$ cat config.mk
export PLATFORM = sky130hd
export DESIGN_NAME = count_run_ctrl
export DESIGN_NICKNAME = d
export VERILOG_FILES = /design/src/rtl/count_run_ctrl.sv
export SDC_FILE = /design/constraint.sdc
export NUM_CORES = 1
export LEC_CHECK = 0
export ABC_AREA = 1
export CORE_AREA = 2 2 78 80
export DETAILED_ROUTE_END_ITERATION = 7
export DIE_AREA = 0 0 80 82
export PLACE_DENSITY = 0.46
export SLEW_MARGIN = 10
export SYNTH_ARGS = -nofsm -noshare
export SYNTH_HDL_FRONTEND = slang
export SYNTH_SLANG_ARGS = --single-unit
$ cat constraint.sdc
create_clock -name p3B2 -period 2.8 [get_ports p3B2]
set_input_delay 0.42 -clock p3B2 [delete_from_list [all_inputs] [get_ports p3B2]]
set_output_delay 0.42 -clock p3B2 [all_outputs]
set_load 0.02 [all_outputs]
$ cat src/rtl/count_run_ctrl.sv
// Run controller for a WIDTH-bit pin counter: takes a limit/prescale/mode config over a
// valid/ready handshake and sequences start, stop, prescaled stepping, wrap/one-shot and tc.
module count_run_ctrl #(
  parameter int WIDTH      = 4,
  parameter int PRESCALE_W = 8
) (
  input  logic                  p3B2,
  input  logic                  p3B3,
  input  logic                  cfg_valid,
  output logic                  cfg_ready,
  input  logic [WIDTH-1:0]      cfg_limit,
  input  logic [PRESCALE_W-1:0] cfg_prescale,
  input  logic                  cfg_oneshot,
  input  logic                  start,
  input  logic                  stop,
  output logic [WIDTH-1:0]      count,
  output logic                  tc,
  output logic                  busy,
  output logic                  done
);

  typedef enum logic [1:0] {
    IDLE = 2'd0,
    RUN  = 2'd1,
    DONE = 2'd2
  } state_t;

  state_t                state, state_n;
  logic [WIDTH-1:0]      count_n;
  logic                  tc_n;
  logic [PRESCALE_W-1:0] pre, pre_n;
  logic [WIDTH-1:0]      limit, limit_n;
  logic [PRESCALE_W-1:0] prescale, prescale_n;
  logic                  oneshot, oneshot_n;

  // NOTE: sequential state uses non-blocking assignments so every register samples
  // the pre-edge values computed by the combinational block, independent of ordering.
  always_ff @(posedge p3B2) begin
    if (!p3B3) begin
      state    <= IDLE;
      count    <= '0;
      tc       <= 1'b0;
      pre      <= '0;
      limit    <= '1;
      prescale <= '0;
      oneshot  <= 1'b0;
    end else begin
      state    <= state_n;
      count    <= count_n;
      tc       <= tc_n;
      pre      <= pre_n;
      limit    <= limit_n;
      prescale <= prescale_n;
      oneshot  <= oneshot_n;
    end
  end

  // NOTE: every output of this block is given a default first, so no path leaves a
  // signal unassigned and no latch is inferred.
  always_comb begin
    state_n    = state;
    count_n    = count;
    tc_n       = 1'b0;
    pre_n      = pre;
    limit_n    = limit;
    prescale_n = prescale;
    oneshot_n  = oneshot;

    unique case (state)
      RUN: begin
        if (stop) begin
          state_n = IDLE;
          pre_n   = '0;
        end else if (pre != prescale) begin
          pre_n = pre + 1'b1;
        end else begin
          pre_n = '0;
          if (count == limit) begin
            tc_n = 1'b1;
            if (oneshot) state_n = DONE;
            else         count_n = '0;
          end else begin
            count_n = count + 1'b1;
          end
        end
      end
      default: begin
        // Config wins over start; the counter only ever runs with settled parameters.
        if (cfg_valid) begin
          limit_n    = cfg_limit;
          prescale_n = cfg_prescale;
          oneshot_n  = cfg_oneshot;
          state_n    = IDLE;
          count_n    = '0;
          pre_n      = '0;
        end else if (start) begin
          state_n = RUN;
          count_n = '0;
          pre_n   = '0;
        end
      end
    endcase
  end

  assign cfg_ready = (state != RUN);
  assign busy      = (state == RUN);
  assign done      = (state == DONE);

endmodule

==> qor_table.md <==
| Step | Result | Reported |
| --- | --- | --- |
| worst setup path | Worst setup SP type | register |
| logic synthesis | Number of warning messages in the yosys log | 0 |
| clock network | Clock latency at the later pin of the worst-skew pair | 280 ps |
| worst setup path | Cell chain of the critical path | inv_2, nor2_4, clkdlybuf4s50_1 |
| placement | Port Buf Inserts | 25 |
| drt | First-pass iteration count of the detailed router | 4 |
| drt | Per-cell routed wire length | 11.0 um |
| logic synthesis | Total standard cell area after synthesis | 1670 sq um |
| logic synthesis | Post-synthesis average cell area | 6.72 sq um |
| flow run | Max-capacitance violation count | 0 |
| timing | Maximum clock frequency | 504 MHz |
| global routing | Combined global-route utilization of all metal layers | 12.5% |
| clock network | Number of buffers inserted during clock tree synthesis | 3 |
| logic synthesis | Cell types with the largest area share after synthesis | dfxtp_1 34%, nand2_1 16%, a21oi_1 6.6% |
| clock network | Clock-pin slew on the worst setup and hold paths | 90 ps |
| logic synthesis | Asr flop ratio synth | 0% |
| clock network | Number of hold-repair buffers added at the cts stage | 0 |
| timing | Number of endpoints with negative hold slack in the final report | 0 |
| cells and area | NumNets Final | 296 |
| timing | Worst setup skew after layout | 3.66 ps |
| logic synthesis | Syn nets | 268 |
| worst setup path | WP data arrival | 1560 ps |
| cells and area | Antenna cell count | 0 |
| logic synthesis | Biggest area consumer among synthesized cells | dfxtp_1 |
| floorplan | Core Footprint | 5750 sq um |
| timing | Total of endpoints with negative setup slack in the final report | 0 |
| worst setup path | Kind of cell adding the most delay to the critical path | buffers and inverters |
| cells and area | Fraction of final layout cells sized beyond drive strength 1 | 16.1% |
| cells and area | Final Util | 35.5% |
| worst setup path | Critical path peak fanout | 8 |
| clock network | Clock Root Buffer | clkbuf_8 |
| pwr | Leakage power summed over all cells | 0.000872 uW |
| status | Status | completed |
| min path | Class of the tightest hold or removal check | reg -> reg |
| global routing | Wire length of the first global-routing pass | 6.35 mm |
| clock network | PostCTS Resize Cnt | 0 |
| global routing | Initial antenna violation count | 0 |
| floorplan | Starting Density | 29.0% |
| drt | Drt first-iter violations | 72 |
| worst setup path | CP peak stage delay | 660 ps |
| timing | Share of the cycle needed by the critical path after routing | 70.9% |
| timing | Shortest period the worst path allows | 1980 ps |
| clock network | # clock sinks | 28 |
| clock network | Max Root-Sink Buffers | 2 |
| clock network | Clock tree from TritonCTS | yes |
| logic synthesis | Share of the yosys chip area belonging to registers | 33.6% |
| logic synthesis | Yosys reg bits | 28 |
| worst setup path | Required time of the critical path | 2380 ps |
| floorplan | Floorplan die width | 80 um |
| logic synthesis | Fraction of synthesized cell area taken by the top area cell type | 33.6% |
| drt | Detail Route Antenna Nets | 0 |
| global routing | Total global routing overflow | 0 |
| drt | Per-cell via count in the routed design | 4.43 |
| logic synthesis | Leading cell types by count after synthesis | 70 x nand2_1, 28 x dfxtp_1, 25 x inv_1 |
| pwr | Peak supply drop | 172 uV |
| worst setup path | Worst Setup End Kind | output port |
| worst setup path | WS Path Type | reg -> out |
| drt | Detailed-route DRC error count | 0 |
| clock network | Post CTS Setup Buffer Count | 0 |
| placement | Global placement routability congestion | 0.813 |
| global routing | Vias in the first global route | 1393 |
| global routing | Pin count of the biggest net entering global routing | 22 |
| timing | Unrepaired setup endpoints after global routing | false |
| clock network | Number of H-tree branching levels | 1 |
| worst setup path | Slowest stage cell on the critical path | clkdlybuf4s50_1 |
| timing | Max Transition Viols Final | 0 |
| floorplan | Die Ht | 82 um |
| timing | Worst slew margin relative to its limit | 74.0% |
| timing | Aggregate negative setup slack | 0 ps |
| placement | DP Wirelength | 2.90 mm |
| logic synthesis | Number of enable flip-flop cells after synthesis | 0 |
| logic synthesis | Most numerous cell in the Yosys netlist | nand2_1 |
| logic synthesis | Top flip-flop cell by instance count after synthesis | dfxtp_1 |
| cells and area | Final instance area | 2040 sq um |
| floorplan | I/O Pins | 26 |
| placement | Placement-stage cell area | 2000 sq um |
| cells and area | Area Growth Syn to Fin | 22.2% |
| logic synthesis | Cell count after synthesis | 248 |
| floorplan | Number of core rows | 28 |
| logic synthesis | Yosys cell types | 29 |
| timing | Final hold slack | 473 ps |
| pwr | Total power per unit cell area | 443 nW/um^2 |
| worst setup path | Buffer and inverter count on the worst path | 2 |
| floorplan | Die area | 6560 sq um |
| drt | Routed via count | 1546 |
| timing | Worst-margin pin slew | 389 ps |
| drt | Final wirelength | 3.84 mm |
==> where the power goes <==
group	switching [uW]	internal, uW
clock network	125	96.8
registers	19.4	423
logic	142	96.0
total	287	616
==> layout by cell type, fill, tap and decap left out, drive strengths merged, types with 3 or more instances in the layout <==
cell type / count
clkbuf: 3
inv: 39
a21oi: 22
nor2: 26
nand4: 6
clkdlybuf4s50: 25
dfxtp: 28
nand2: 81
o211ai: 4
nand3: 12
o21ai: 18
==> registers in the layout, indices dropped and copies added (netlist names) <==
register / count
limit: 4
count: 4
state: 2
pre: 8
tc: 1
oneshot: 1
prescale: 8
==> cells by family after synthesis <==
group           count (synthesis)  synth area share [%]
simple gates                  127                  38.0
compound gates                 45                  14.7
buf+inv                        43                  10.6
flops                          28                  33.6
xor+xnor                        3                  1.58
fa+ha+maj                       2                  1.50
==> through the flow <==
stage | setup slack [ps] | std cells | total power (uW)
after floorplan | 1410 | 248 | 618
after global placement | 937 | 346 | 694
after detailed placement | 911 | 346 | 693
after CTS | 792 | 349 | 920
after global routing | 716 | 349 | 965
final | 815 | 349 | 903
==> final cells by class <==
| type | count | area [sq um] |
|---|---|---|
| Fill cell | 636 | 3710 |
| Clock buffer | 3 | 41.3 |
| Tap cell | 75 | 93.8 |
| Timing Repair Buffer | 26 | 258 |
| Multi-Input combinational cell | 177 | 930 |
| Sequential cell | 28 | 561 |
| Inverter | 40 | 154 |
==> metal layers <==
metal	up-vias	wire, um	GRT usage, %	share of wire [%]
li1	842	-	-	-
met3	5	79	1.65	2.1
met5	-	0	0	0
met1	682	1920	16.3	50
met2	17	1780	20.8	46
met4	0	59	5.08	1.5
==> worst min-delay path, delay by kind of cell (launching register included) <==
kind / cells / cell delay [ps]
buffers and inverters: 1 / 60
DFF: 1 / 320
AOI/OAI and AO/OA: 1 / 50
==> path summary, 6_finish.rpt <==
| path | start | end | slack, ps | cells past startpoint |
|---|---|---|---|---|
| setup reg to reg | state[0] | limit[1] | 1260 | 7 |
| hold / removal | prescale[6] | prescale[6] | 470 | 2 |
| setup / recovery | state[0] | busy | 820 | 3 |
| hold reg to reg | prescale[6] | prescale[6] | 470 | 2 |
Power figures use the tool's default switching activity.
